$ cat config.mk
export PLATFORM = sky130hd
export DESIGN_NAME = mcdt_arbiter
export DESIGN_NICKNAME = d
export VERILOG_FILES = /design/src/rtl/mcdt_pkg.sv /design/src/rtl/mcdt_rr_pick.sv /design/src/rtl/mcdt_arbiter.sv
export SDC_FILE = /design/constraint.sdc
export NUM_CORES = 1
export LEC_CHECK = 0
export BUFFER_PORTS_ARGS = -buffer_cell sky130_fd_sc_hd__buf_4
export CAP_MARGIN = 25
export CORE_ASPECT_RATIO = 2
export CORE_MARGIN = 3
export CORE_UTILIZATION = 53
export DETAILED_ROUTE_END_ITERATION = 7
export GPL_ROUTABILITY_DRIVEN = 0
export HOLD_SLACK_MARGIN = 0.15
export PLACE_DENSITY_LB_ADDON = 0.2
export SYNTH_ARGS = -nofsm -noshare
export SYNTH_HDL_FRONTEND = slang
export SYNTH_HIERARCHICAL = 1
export SYNTH_SLANG_ARGS = --single-unit
$ cat constraint.sdc
create_clock -name clk_i -period 5.3 [get_ports clk_i]
set_clock_uncertainty 0.2 [all_clocks]
set_input_delay 0.53 -clock clk_i [delete_from_list [all_inputs] [get_ports clk_i]]
set_output_delay 0.53 -clock clk_i [all_outputs]
set_load 0.005 [all_outputs]
$ cat src/rtl/mcdt_pkg.sv
// Shared types and defaults for the MCDT arbiter.
// Imported by the arbiter top and its round-robin picker.
package mcdt_pkg;

   localparam int NUM_CH_DEF = 3;
   localparam int DATA_W_DEF = 32;
   localparam int ID_W_DEF   = 2;

   typedef enum logic {
      ARB_IDLE = 1'b0,
      ARB_OWN  = 1'b1
   } arb_state_e;

   typedef logic [3:0] burst_cnt_t;

   localparam burst_cnt_t CNT_MAX = 4'd15;

endpackage

$ cat src/rtl/mcdt_rr_pick.sv
// Rotating-priority search over eligible channels.
// Purely combinational; the search starts at i_ptr.
module mcdt_rr_pick
   import mcdt_pkg::*;
#(
   parameter int NUM_CH = NUM_CH_DEF,
   parameter int ID_W   = ID_W_DEF
) (
   input  logic [NUM_CH-1:0] i_elig,
   input  logic [ID_W-1:0]   i_ptr,
   output logic [NUM_CH-1:0] o_gnt,
   output logic [ID_W-1:0]   o_idx,
   output logic              o_found
);

   int w_c;

   // first eligible channel at or after the pointer, wrapping
   always_comb begin
      o_gnt   = '0;
      o_idx   = '0;
      o_found = 1'b0;
      w_c     = 0;
      for (int k = 0; k < NUM_CH; k++) begin
         w_c = int'(i_ptr) + k;
         if (w_c >= NUM_CH) w_c = w_c - NUM_CH;
         if (!o_found && i_elig[w_c]) begin
            o_found   = 1'b1;
            o_idx     = ID_W'(w_c);
            o_gnt[w_c] = 1'b1;
         end
      end
   end

endmodule

$ cat src/rtl/mcdt_arbiter.sv
// Round-robin burst arbiter between channel FIFOs and MCDT output.
// Pops one word per cycle; output is registered one cycle later.
module mcdt_arbiter
   import mcdt_pkg::*;
#(
   parameter int NUM_CH = NUM_CH_DEF,
   parameter int DATA_W = DATA_W_DEF,
   parameter int ID_W   = ID_W_DEF
) (
   input  logic                     clk_i,
   input  logic                     rstn_i,
   input  logic [NUM_CH-1:0]        req_i,
   input  logic [NUM_CH*DATA_W-1:0] data_i,
   input  logic [NUM_CH-1:0]        ch_en_i,
   input  logic [3:0]               burst_len_i,
   output logic [NUM_CH-1:0]        pop_o,
   output logic [DATA_W-1:0]        mcdt_data_o,
   output logic                     mcdt_val_o,
   output logic [ID_W-1:0]          mcdt_id_o
);

   arb_state_e        r_state;
   arb_state_e        w_next_state;
   logic [ID_W-1:0]   r_owner;
   burst_cnt_t        r_cnt;
   logic [ID_W-1:0]   r_ptr;

   logic [NUM_CH-1:0] w_elig;
   logic [NUM_CH-1:0] w_own_oh;
   logic [NUM_CH-1:0] w_gnt;
   logic [ID_W-1:0]   w_idx;
   logic              w_found;
   logic [3:0]        w_eff_len;
   logic              w_keep;
   burst_cnt_t        w_cnt_inc;
   logic [ID_W-1:0]   w_ptr_nxt;
   logic [ID_W-1:0]   w_sel_idx;
   logic [DATA_W-1:0] w_sel_data;
   logic [NUM_CH-1:0] w_pop;

   assign w_elig    = req_i & ch_en_i;
   assign w_own_oh  = NUM_CH'(1) << r_owner;
   assign w_eff_len = (burst_len_i == 4'd0) ? 4'd1 : burst_len_i;
   assign w_cnt_inc = (r_cnt == CNT_MAX) ? r_cnt : r_cnt + 4'd1;

   // owner stays only while eligible and the burst has room left
   assign w_keep = (r_state == ARB_OWN)
                 && (|(w_own_oh & w_elig))
                 && (({1'b0, r_cnt} + 5'd1) < {1'b0, w_eff_len});

   assign w_ptr_nxt = (w_idx == ID_W'(NUM_CH - 1))
                    ? '0 : w_idx + ID_W'(1);
   assign w_sel_idx = w_keep ? r_owner : w_idx;

   mcdt_rr_pick #(
      .NUM_CH (NUM_CH),
      .ID_W   (ID_W)
   ) u_pick (
      .i_elig  (w_elig),
      .i_ptr   (r_ptr),
      .o_gnt   (w_gnt),
      .o_idx   (w_idx),
      .o_found (w_found)
   );

   // state register
   always_ff @(posedge clk_i) begin
      if (!rstn_i) r_state <= ARB_IDLE;
      else         r_state <= w_next_state;
   end

   // next state: own whenever something is popped
   always_comb begin
      w_next_state = ARB_IDLE;
      if (w_keep || w_found) w_next_state = ARB_OWN;
   end

   // pop strobe: keep owner, else fresh pick, gated by reset
   always_comb begin
      w_pop = '0;
      if (!rstn_i)      w_pop = '0;
      else if (w_keep)  w_pop = w_own_oh;
      else if (w_found) w_pop = w_gnt;
   end

   assign pop_o = w_pop;

   // head word of the popped channel
   always_comb begin
      w_sel_data = '0;
      for (int c = 0; c < NUM_CH; c++) begin
         if (w_pop[c]) w_sel_data = data_i[c*DATA_W +: DATA_W];
      end
   end

   // owner, burst count and rotation pointer bookkeeping
   always_ff @(posedge clk_i) begin
      if (!rstn_i) begin
         r_owner <= '0;
         r_cnt   <= '0;
         r_ptr   <= '0;
      end else if (w_keep) begin
         r_cnt   <= w_cnt_inc;
      end else if (w_found) begin
         r_owner <= w_idx;
         r_cnt   <= '0;
         r_ptr   <= w_ptr_nxt;
      end else begin
         r_cnt   <= '0;
      end
   end

   // registered output; data and id hold when nothing is popped
   always_ff @(posedge clk_i) begin
      if (!rstn_i) begin
         mcdt_val_o  <= 1'b0;
         mcdt_data_o <= '0;
         mcdt_id_o   <= '0;
      end else begin
         mcdt_val_o <= |w_pop;
         if (|w_pop) begin
            mcdt_data_o <= w_sel_data;
            mcdt_id_o   <= w_sel_idx;
         end
      end
   end

endmodule
Yosys cells after proc, flatten, opt, wreduce, memory -nomap -nowiden
Cells that the tools add are included. Widths: inputs -> output; s select.

Bits in registers: 44. Input bits: 108. Word-level logic and storage cells: 85.

$add $sub $neg: 8. Magnitude comparators: 10. Equality and inequality tests: 2. Shifts and indexed selects: 1. Muxes and demuxes: 37. Bitwise operators: 5. Reductions and logical operators: 15.

Operators with widths (count): $mux 32 (6); $ge 32x1->1 const B (3); $lt 32x4->1 const B (3); $ge 32x3->1 const B (2); $sub 32x3->32 const B (2); $mux 3 (6); $mux 1 (13); $mux 2 (5); $logic_and 1x1->1 (7); $and 3x3->3 (2); $bmux 1 s2 (3); $demux 1 s2 (3); $or 3x3->3 (2); $reduce_or 3->1 (2); $add 4x1->5 const B (1); $lt 5x4->1 (1); $add 4x1->4 const B (1); $eq 4x4->1 const B (1); $logic_not 4->1 (1); $mux 4 (1); $reduce_and 2->1 (2); $add 2x1->3 const B (1); $add 2x2->3 const B (1); $shl 1x2->3 const A (1); 7 further kinds (8).

Depth between registers and ports, before layout
Depth in word-level cells: 18. Gate-level depth with buffers: 13. Gate-level depth less buffers: 11.

Cells and area by module
The synthesis kept the hierarchy.

By module, submodules not included: mcdt_arbiter (instances 1, cells an instance 337, area an instance 3054.2 um^2, seq. area each 880.8 um^2); mcdt_rr_pick (instances 1, cells an instance 52, area an instance 381.6 um^2, seq. area each 0.0 um^2).

Least setup slack after synthesis
Ideal clock, no wire load.

Kind: input-to-reg. Start: input req_i[1]. End: register mcdt_data_o[10]. Arrival time: 2.745 ns. Slack: 2.295 ns. Stages: 11. Buffers on the path: 1. Cell sequence: and2_1 > nand2b_1 > nand2_1 > nor2_1 > o21bai_1 > and2_1 > a21boi_2 > buf_2 > a311oi_1 > a2111oi_0 > o221a_1.

Cells in the longest elaborated chain, start to end: 17.

Ends and longest elaborated chain: from (decl) (line mcdt_arbiter.sv:12) `input logic [NUM_CH-1:0] req_i,`; $and 3x3->3 (*) (line mcdt_arbiter.sv:41) `assign w_elig = req_i & ch_en_i;`; $bmux 1 s2 (line mcdt_rr_pick.sv:27) `if (!o_found && i_elig[w_c]) begin`; $mux 1 (implied by the code) (2 in series) (line mcdt_rr_pick.sv:27); $mux 1 (line mcdt_rr_pick.sv:27); $logic_not 1->1 (line mcdt_rr_pick.sv:27); $logic_and 1x1->1 (line mcdt_rr_pick.sv:27); $mux 1 (line mcdt_rr_pick.sv:27); $logic_not 1->1 (line mcdt_rr_pick.sv:27); $logic_and 1x1->1 (line mcdt_rr_pick.sv:27); $mux 1 (*) (line mcdt_rr_pick.sv:27); net w_found (line mcdt_arbiter.sv:32) `logic w_found;`; $mux 3 (*) (line mcdt_arbiter.sv:83) `else if (w_found) w_pop = w_gnt;`; $mux 3 (*) (line mcdt_arbiter.sv:82) `else if (w_keep) w_pop = w_own_oh;`; $mux 3 (*) (line mcdt_arbiter.sv:81) `if (!rstn_i) w_pop = '0;`; $mux 32 (3 in series) (line mcdt_arbiter.sv:92) `if (w_pop[c]) w_sel_data = data_i[c*DATA_W +: DATA_W];`; to (signal assigned) (line mcdt_arbiter.sv:122) `mcdt_data_o <= w_sel_data;`; to (decl) (line mcdt_arbiter.sv:17) `output logic [DATA_W-1:0] mcdt_data_o,`.

The timed path passes the listed nets; every way through them passes the cells marked *. The select of a mux whose other input is x is not followed. A chain may end at the register's enable or synchronous reset.

Final worst setup path
Start: register r_cnt[0]. End: output pop_o[2].

Cells in the longest elaborated chain, start to end: 5.

Ends and longest elaborated chain: from (decl) (line mcdt_arbiter.sv:25) `burst_cnt_t r_cnt;`; from (signal assigned) (line mcdt_arbiter.sv:103) `r_cnt <= w_cnt_inc;`; $add 4x1->5 (line mcdt_arbiter.sv:49) `&& (({1'b0, r_cnt} + 5'd1) < {1'b0, w_eff_len});`; $lt 5x4->1 (line mcdt_arbiter.sv:49); $logic_and 1x1->1 (line mcdt_arbiter.sv:49); $mux 3 (line mcdt_arbiter.sv:82); $mux 3 (line mcdt_arbiter.sv:81); to (decl) (line mcdt_arbiter.sv:16) `output logic [NUM_CH-1:0] pop_o,`.

Every way passes these cells.

==> results.txt <==
status -> complete, no violations
Worst Hold End -> mcdt_data_o[21]
Async SR Flop Fraction -> 0
die height -> 120 um
type of the worst min-delay path -> in -> reg
Vias -> 4022
pwr dens -> 442 nW/um^2
FILL cells -> 467
RR Startpoint -> r_ptr[1]
Bufs and invs on worst path -> 3
Synth area leaders -> dfxtp_1 (26%), a311oi_1 (9.7%), o221a_1 (9.5%)
syn_area_per_cell -> 8.83 um^2
Hold-fix buffers, CTS -> 0
CTS tree -> yes
final std cells w/o fill -> 588
slew margin rel. -> 0.342
Worst EP required -> 4570 ps
Tmin final -> 4150 ps
Crit path largest cell delay -> 500 ps
DP Worst Slack -> 1430 ps
CTS sink count -> 44
DR WL/cell -> 19.9 um
GR Util All Layers -> 0.310
synth unique cells -> 62
Worst R2R Path Depth -> 12
final worst slack -> 1150 ps
number of buffers created by CTS -> 5
first-pass GRT wire length -> 19100 um
number of nets in the layout -> 619
worst skew pair latency -> 290 ps
dpl hpwl -> 8520 um
full die area -> 7540 um^2
core region area -> 6160 um^2
worst hold slack -> 294 ps
Vias/cell -> 6.84
Ant. Diodes -> 0
most common cell in the netlist -> nor2_1
Max Cap Viol -> 0
hold depth -> 2
final wirelength -> 11700 um
P&R area growth vs syn -> 35.4%
Root Buffer -> clkbuf_16
TritonRoute pass-1 iters -> 6
top cells by count, synth -> nor2_1 (52), dfxtp_1 (44), a311oi_1 (38), o221a_1 (29), clkbuf_1 (23)
crit path from -> r_cnt[0]
RR Endpoint -> mcdt_data_o[3]
initial core utilization -> 0.558
Rows -> 40
placed insts -> 580
Final Hold Viols -> 0
Slew @ Worst Pin -> 984 ps
crit-path leading delay family -> buffers and inverters
slowest stage cell, crit path -> mux2_4
#FFs+latches synth -> 44
P_leak -> 0.00184 uW
CP endpoint kind -> primary output
R2R Setup Slk -> 1320 ps
share of post-route cells with drive strength above 1 -> 0.359
crit path kind -> reg -> out
post-route clock period utilization -> 0.784
post-route ant nets -> 0
TNS Setup -> 0 ps
Final Cell Area -> 4650 um^2
# setup viols final -> 0
Detailed Route Iter0 Violations -> 346
Syn Inst Count -> 389
CP arrival -> 3420 ps
Top FF cell, synth -> dfxtp_1
number of setup buffers added after CTS -> 0
Overflow after GRT -> 0
RSZ-0062 raised after global routing -> false
H-tree levels -> 2
synthesized cell area -> 3440 um^2
CP Launch Type -> flip-flop
area leader, netlist -> dfxtp_1
clk buf depth -> 2
Peak supply drop -> 0.272 mV
initial antenna violation count -> 0
final slew viol count -> 0
EDFF count, synth -> 0
Post-DP Area -> 4490 um^2
CTS clk-pin slew, worst paths -> 60 ps
crit path max fanout -> 38
Post-CTS Resized -> 0
Warnings, synthesis -> 6
pin count of the biggest net entering global routing -> 52
# IOs -> 146
port bufs -> 145
DIE WIDTH -> 62.9 um
Seq/Total Area, Yosys -> 0.256
fmax -> 241 MHz
top cell type's share of synthesized area -> 0.256
post-synth net total -> 505
vias in the first global route -> 4070
hold path startpoint -> data_i[53]
worst path cell trace -> ha_1 > xor2_1 > ha_1 > nand3_1 > a211o_2 > buf_4 > nand3_4 > mux2_4 > inv_2 > buf_4
drc violations -> 0
-- how the worst max path moves through the flow --
stage	to	cells past startpoint
detailed placement	mcdt_data_o[30]	12
CTS	pop_o[2]	10
finish	pop_o[2]	10
floorplan	mcdt_data_o[10]	11
global route	pop_o[2]	10
global placement	mcdt_data_o[31]	6
-- worst register-to-register path: stages, from the launching register on --
cell	delay [ps]
dfxtp_1	380
inv_1	80
ha_1	320
nand2b_1	280
nand2_1	140
nor2_1	50
o21bai_1	400
and2_1	280
nand3_1	700
buf_4	470
a311o_1	330
o2111a_1	150
o221a_1	120
-- cell families (layout without fill, tap and decap cells) --
family / Yosys count / after routing / share of synthesized area
fa+ha+maj: 8 / 8 / 0.0291
xor+xnor: 3 / 3 / 0.00765
compound gates: 152 / 152 / 0.413
buf+inv: 61 / 176 / 0.0856
simple gates: 112 / 112 / 0.173
mux: 9 / 9 / 0.0353
flops: 44 / 44 / 0.256
-- placed cells by master, fill, tap and decap left out, types with 3 or more instances in the layout --
cell / n
o221a_1: 29
o2111a_1: 12
a211o_1: 3
and2_1: 5
inv_1: 15
buf_4: 149
a311oi_1: 38
nand2b_1: 3
mux2i_1: 5
clkbuf_16: 5
a2111oi_0: 17
nand3_1: 7
a21oi_1: 15
nand2_1: 10
nor2_1: 52
a311o_1: 12
ha_1: 8
nand4_1: 13
dfxtp_1: 44
nor2b_1: 5
-- per-layer routing --
metal / track usage / routed length [um] / vias up
met5: 0 / 0 / -
met4: 0.203 / 721 / 0
met3: 0.0515 / 838 / 64
met2: 0.545 / 6160 / 258
met1: 0.332 / 4000 / 1882
li1: - / - / 1818
-- stage by stage --
step           total power, uW   util
6_report                  2060  0.755
5_1_grt                   2190  0.755
4_1_cts                   2050  0.755
3_5_place_dp              1690  0.729
3_3_place_gp              1620  0.719
2_1_floorplan             1260      -
-- power breakdown --
| part | switching, uW | internal, uW | total (uW) |
|---|---|---|---|
| clock | 132 | 222 | 354 |
| combinational | 590 | 552 | 1140 |
| sequential | 94.5 | 466 | 561 |
| total | 817 | 1240 | 2060 |
-- state kept, by name (all words and copies together), names as in the netlist --
register,flops
r_cnt,4
mcdt_data_o,32
mcdt_id_o,2
r_ptr,2
r_state,1
mcdt_val_o,1
r_owner,2
-- layout make-up --
| type | count | area (um^2) | area share |
|---|---|---|---|
| Sequential cell | 44 | 881 | 0.189 |
| Clock buffer | 6 | 129 | 0.0277 |
| Inverter | 16 | 60.1 | 0.0129 |
| Multi-Input combinational cell | 284 | 2260 | 0.487 |
| Clock inverter | 2 | 35.0 | 0.00753 |
| Tap cell | 84 | 105 | 0.0226 |
| Timing Repair Buffer | 152 | 1180 | 0.253 |
(Power assumes the default switching activity.)
